**config.mk**
```make
export PLATFORM = sky130hd
export DESIGN_NAME = conv_mac_engine
export DESIGN_NICKNAME = d
export VERILOG_FILES = /design/src/rtl/conv_mac_engine.sv
export SDC_FILE = /design/constraint.sdc
export NUM_CORES = 2
export LEC_CHECK = 0
export ABC_AREA = 1
export BUFFER_PORTS_ARGS = -buffer_cell sky130_fd_sc_hd__buf_2
export CORE_MARGIN = 2
export CORE_UTILIZATION = 40
export CTS_CLUSTER_DIAMETER = 50
export DETAILED_ROUTE_END_ITERATION = 10
export PLACE_DENSITY = 0.53
export SLEW_MARGIN = 5
export SYNTH_ARGS = -nofsm -noshare
export SYNTH_HDL_FRONTEND = slang
export SYNTH_SLANG_ARGS = --single-unit
```
**constraint.sdc**
```tcl
create_clock -name clk -period 16.95 [get_ports clk]
set_input_delay 2.5425 -clock clk [delete_from_list [all_inputs] [get_ports clk]]
set_output_delay 2.5425 -clock clk [all_outputs]
set_load 0.03 [all_outputs]
```
**src/rtl/conv_mac_engine.sv**
```systemverilog
// Convolution MAC engine: multiply, adder tree and accumulate over LANES pairs per beat,
// then rescale, saturate, optional ReLU and pack PACK results per output word.
module conv_mac_engine #(
  parameter int LANES = 4,
  parameter int DW    = 16,
  parameter int ACC_W = 40,
  parameter int FRAC  = 8,
  parameter int PACK  = 4
) (
  input  logic                    clk,
  input  logic                    rst_n,
  input  logic                    in_valid,
  output logic                    in_ready,
  input  logic                    in_last,
  input  logic                    in_eop,
  input  logic [LANES*DW-1:0]     ifm_data,
  input  logic [LANES*DW-1:0]     w_data,
  input  logic                    relu_en,
  output logic                    out_valid,
  input  logic                    out_ready,
  output logic [PACK*DW-1:0]      out_data,
  output logic [$clog2(PACK+1)-1:0] out_cnt,
  output logic                    sat_flag,
  output logic                    busy
);
  localparam int KW = (PACK > 1) ? $clog2(PACK) : 1;
  localparam int CW = $clog2(PACK + 1);
  localparam logic signed [ACC_W:0] HALF_C = $signed({{ACC_W{1'b0}}, 1'b1} << (FRAC - 1));
  localparam logic signed [ACC_W:0] MAX_C  = $signed({{(ACC_W + 2 - DW){1'b0}}, {(DW - 1){1'b1}}});
  localparam logic signed [ACC_W:0] MIN_C  = ~MAX_C;

  function automatic logic signed [2*DW-1:0] mul_f(input logic signed [DW-1:0] a,
                                                   input logic signed [DW-1:0] b);
    return (2*DW)'(a) * (2*DW)'(b);
  endfunction

  logic                       stall_s, accept_s, fire_s, emit_s, sat_s;
  logic                       s1_valid_r, s1_last_r, s1_eop_r, s1_relu_r;
  logic signed [2*DW-1:0]     s1_prod_r [LANES];
  logic                       s2_valid_r, s2_last_r, s2_eop_r, s2_relu_r;
  logic signed [ACC_W-1:0]    tree_sum_s, s2_sum_r, acc_r, acc_next_s;
  logic signed [ACC_W:0]      rnd_s, shr_s;
  logic        [DW-1:0]       clamp_s, res_s;
  logic        [KW-1:0]       k_r;
  logic        [PACK*DW-1:0]  pack_r, word_s, out_data_r;
  logic        [CW-1:0]       out_cnt_r;
  logic                       out_valid_r, sat_flag_r;

  assign stall_s   = out_valid_r && !out_ready;
  assign in_ready  = !stall_s;
  assign accept_s  = in_valid && !stall_s;
  assign out_valid = out_valid_r;
  assign out_data  = out_data_r;
  assign out_cnt   = out_cnt_r;
  assign sat_flag  = sat_flag_r;
  assign busy      = s1_valid_r || s2_valid_r || (k_r != KW'(0));

  // S1: per-lane products; sideband only latched from accepted beats
  always_ff @(posedge clk) begin
    if (!rst_n) begin
      s1_valid_r <= 1'b0;
      s1_last_r  <= 1'b0;
      s1_eop_r   <= 1'b0;
      s1_relu_r  <= 1'b0;
      for (int i = 0; i < LANES; i++) s1_prod_r[i] <= '0;
    end else if (!stall_s) begin
      s1_valid_r <= accept_s;
      s1_last_r  <= accept_s && in_last;
      s1_eop_r   <= accept_s && in_last && in_eop;
      s1_relu_r  <= accept_s && relu_en;
      for (int i = 0; i < LANES; i++)
        s1_prod_r[i] <= mul_f(ifm_data[(LANES-i)*DW-1 -: DW], w_data[(LANES-i)*DW-1 -: DW]);
    end
  end

  // Adder tree over sign-extended products
  always_comb begin
    tree_sum_s = '0;
    for (int i = 0; i < LANES; i++) tree_sum_s = tree_sum_s + ACC_W'(s1_prod_r[i]);
  end

  // S2: registered tree sum
  always_ff @(posedge clk) begin
    if (!rst_n) begin
      s2_valid_r <= 1'b0;
      s2_last_r  <= 1'b0;
      s2_eop_r   <= 1'b0;
      s2_relu_r  <= 1'b0;
      s2_sum_r   <= '0;
    end else if (!stall_s) begin
      s2_valid_r <= s1_valid_r;
      s2_last_r  <= s1_last_r;
      s2_eop_r   <= s1_eop_r;
      s2_relu_r  <= s1_relu_r;
      s2_sum_r   <= tree_sum_s;
    end
  end

  // S3 datapath: accumulate, round-half-up rescale, clamp, ReLU, slot insert
  always_comb begin
    fire_s     = !stall_s && s2_valid_r;
    acc_next_s = acc_r + s2_sum_r;
    rnd_s      = $signed({acc_next_s[ACC_W-1], acc_next_s}) + HALF_C;
    shr_s      = rnd_s >>> FRAC;
    sat_s      = 1'b0;
    if (shr_s > MAX_C) begin
      clamp_s = MAX_C[DW-1:0];
      sat_s   = 1'b1;
    end else if (shr_s < MIN_C) begin
      clamp_s = MIN_C[DW-1:0];
      sat_s   = 1'b1;
    end else begin
      clamp_s = shr_s[DW-1:0];
    end
    res_s  = (s2_relu_r && clamp_s[DW-1]) ? {DW{1'b0}} : clamp_s;
    word_s = pack_r;
    for (int j = 0; j < PACK; j++) begin
      if (KW'(j) == k_r) word_s[(PACK-j)*DW-1 -: DW] = res_s;
      else               word_s[(PACK-j)*DW-1 -: DW] = pack_r[(PACK-j)*DW-1 -: DW];
    end
    emit_s = fire_s && s2_last_r && ((k_r == KW'(PACK - 1)) || s2_eop_r);
  end

  // S3 state: accumulator, pack register, output word and sticky saturation
  always_ff @(posedge clk) begin
    if (!rst_n) begin
      acc_r       <= '0;
      k_r         <= '0;
      pack_r      <= '0;
      out_valid_r <= 1'b0;
      out_data_r  <= '0;
      out_cnt_r   <= '0;
      sat_flag_r  <= 1'b0;
    end else begin
      if (fire_s) begin
        acc_r <= s2_last_r ? {ACC_W{1'b0}} : acc_next_s;
        if (s2_last_r) begin
          sat_flag_r <= sat_flag_r | sat_s;
          if (emit_s) begin
            k_r        <= '0;
            pack_r     <= '0;
            out_data_r <= word_s;
            out_cnt_r  <= CW'(k_r) + CW'(1);
          end else begin
            k_r    <= k_r + KW'(1);
            pack_r <= word_s;
          end
        end
      end
      // A consumed word may be replaced by a new one in the same cycle
      if (emit_s)         out_valid_r <= 1'b1;
      else if (out_ready) out_valid_r <= 1'b0;
    end
  end
endmodule

```
==> metrics.md <==
| Metric | Value |
|---|---|
| Status | `finished clean` |
| Combinational family with the most area after synthesis | `adder cells` |
| Post-CTS setup buffers | `0` |
| Die Height | `about 400 µm` |
| DP HPWL | `135 mm` |
| Routed Antenna Nets | `0` |
| H-tree depth | `2` |
| Worst hold margin | `0.462 ns` |
| Chip width | `about 400 µm` |
| Mux cell area share after synthesis | `0%` |
| Fin cells | `9,791` |
| Crit path largest cell delay | `between 0.5 and 0.6 ns` |
| CP startpoint kind | `primary input` |
| Share of cells above drive strength 1 | `6.86%` |
| First drt pass iteration count | `5` |
| Arr. time, crit path | `8.98 ns` |
| Via count | `between 40,000 and 50,000` |
| CTS max path bufs | `3` |
| Crit path buf inv count | `8` |
| Pin count of the biggest net entering global routing | `87` |
| Peak Freq | `between 100 and 150 MHz` |
| CTS buffer count | `50` |
| Final Cycle Share | `around 51%` |
| Commonest non-fill, non-tap cells in the layout | `nand2_1, inv_1, fa_1, ha_1, nor2_1` |
| Synthesis-stage register bit count | `346` |
| Hold buffer count at cts | `0` |
| Initial antenna violation count | `3` |
| Commonest register cell after synthesis | `dfxtp_1` |
| Clock Skews | `0.0355 ns` |
| Die outline area | `154,000 µm²` |
| CORE AREA | `150,000 µm²` |
| Crit path time final | `8.65 ns` |
| Total track usage | `22.0%` |
| Cell family with most CP delay | `adder cells` |
| Setup violators final | `0` |
| Unrepaired setup endpoints after global routing | `false` |
| IO Pins | `~210` |
| Worst endpoint required time | `17.28 ns` |
| Area contributors post-synth | `fa_1, nand2_1, inv_1` |
| Placed cell count | `9,695` |
| CP max-delay cell | `fa_1` |
| Syn. warnings | `0` |
| CTS tree | `done` |
| Post-synth top area share | `36.9%` |
| Mean cell area of the mapped netlist | `roughly 7.8 µm²` |
| Synth Area in Compound Gates | `6.06%` |
| Site Rows | `roughly 140` |
| Asr flop ratio synth | `0%` |
| Worst Slack Setup Final | `8.30 ns` |
| Syn nets | `9,405` |
| Synth area leader | `fa_1` |
| Initial Utilization | `about two fifths` |
| Synth Area in XOR/XNOR | `1.49%` |
| Post-Route WL | `164 mm` |
| Skew-Pair Late Insertion Delay | `0.61 ns` |
| Nets | `9,386` |
| Adder-cell share of the synthesized area | `45.3%` |
| Max_cap viols | `0` |
| Most used cell, CP | `inv_1` |
| PortBufs | `approximately 200` |
| Count of pins over their slew limit | `0` |
| Post-Synth Simple-Gate Area | `19.5%` |
| Via density | `4.81` |
| Crit path max fanout | `16` |
| Worst hold path class | `flip-flop to flip-flop` |
| Max_slew headroom | `33.1%` |
| Worst setup EP type | `flip-flop` |
| Place WS | `around 7.7 ns` |
| Clock Pin Slew Worst Setup and Hold Paths | `about 0.050 ns` |
| Area grow syn2layout | `7.18%` |
| Final Hold Vio Count | `0` |
| Register area share after synthesis | `13.6%` |
| First-pass GRT wire length | `approximately 270 mm` |
| Cells after synthesis | `around 7,800` |
| DRC viols | `0` |
| Total of cells resized after clock tree synthesis | `0` |
| Post-synth EDFFs | `between 100 and 150` |
| Worst Tran Pin Value | `1.00 ns` |
| Root buf cell | `clkbuf_16` |
| CP Class | `primary input to flip-flop` |
| Mapped Area | `roughly 60,000 µm²` |
| Post-DR wirelength/cell | `about 17 µm` |
| Gpl congestion | `between 0.8 and 0.9` |
| GRT Residual Overflow | `0` |
| Vias in the first global route | `49,282` |
| Cell variety after synth | `55` |
| Clock Sinks | `346` |
| Initial DRC count | `2,663` |
| Setup_tns | `0 ns` |
| Most common cell after layout, fill and taps aside | `nand2_1` |
-- synthesized netlist by cell type, types with 9 or more instances --
master and instances:
edfxtp_1 128, nand2_4 13, nand4_1 62, o21ai_1 42
a31oi_1 20, nor2_2 15, inv_1 1960, a21o_1 10
a21boi_0 12, o21a_1 15, dfxtp_1 218, buf_1 10
nand2_2 21, ha_1 406, nand3_2 9, clkbuf_1 267
o21bai_1 14, a21oi_1 354, or2_2 122, a21oi_2 24
xor2_1 55, nor2_1 370, buf_4 10, fa_1 1114
nor3_1 16, o21ai_0 147, nand3_1 171, xnor2_1 46
nand2_1 2039
-- worst reg2reg max path: cells and delay by family, from the launching register on --
family / cells / cell delay [ns]
AO/OA/AOI/OAI: 9 / 2.15
adder cells (fa/ha/maj): 4 / 1.85
AND/OR/NAND/NOR: 4 / 0.50
flip-flops: 1 / 0.49
XOR/XNOR: 1 / 0.19
buffers and inverters: 2 / 0.15
-- cells by family (layout without fill, tap and decap cells) --
group,Yosys count,after routing
other,0,2
and+or+nand+nor,2857,2857
xor gates and xnor gates,102,102
DFF,346,346
adders and majority gates,1520,1520
AOI/OAI and AO/OA,668,668
buffers and inverters,2257,2280
-- stage by stage --
step                      utilization (%)  instance area, µm²
after floorplan                         -               60500
after global placement               42.0               63000
after detailed placement             42.0               63000
after CTS                            43.2               64800
after global routing                 43.2               64800
final                                43.2               64800
-- routing by layer --
layer | global-route usage [%] | vias to the layer above | wire length (µm)
met3 | 1.32 | 164 | 5660
met2 | 37.9 | 944 | 80100
met4 | 4.28 | 0 | 3250
met1 | 30.5 | 23267 | 74900
met5 | 0 | - | 0
li1 | - | 22718 | -
-- flip-flops by register name (all words and copies together) (netlist names) --
| name | cells |
|---|---|
| s1_relu_r | 1 |
| s1_prod_r | 128 |
| k_r | 2 |
| out_data | 64 |
| sat_flag | 1 |
| s2_relu_r | 1 |
| pack_r | 64 |
| s2_sum_r | 35 |
| s1_valid_r | 1 |
| s1_eop_r | 1 |
| s2_valid_r | 1 |
| s2_last_r | 1 |
| out_valid | 1 |
| s1_last_r | 1 |
| s2_eop_r | 1 |
| acc_r | 40 |
| out_cnt | 3 |
-- path summary, 6_finish.rpt --
path / slack, ns / endpoint / cells after the start / start
setup / recovery: 8.30 / s1_prod_r[0][31] / 29 / ifm_data[54]
hold / removal: 0.46 / pack_r[16] / 2 / pack_r[16]
setup reg to reg: 11.52 / s2_sum_r[33] / 20 / s1_prod_r[2][1]
hold reg to reg: 0.46 / pack_r[16] / 2 / pack_r[16]
-- layout make-up --
class,instances,area [µm²]
sequential,346,8210
inverter,1965,7390
timing repair buffer,221,1150
multi-input combinational,5147,43700
fill,15496,85100
clock inverter,30,392
antenna,2,5.00
tap,2016,2520
clock buffer,64,1410
Power is not shown: default switching activity piles up to over one toggle a cycle in this logic, so the estimate is an artifact.
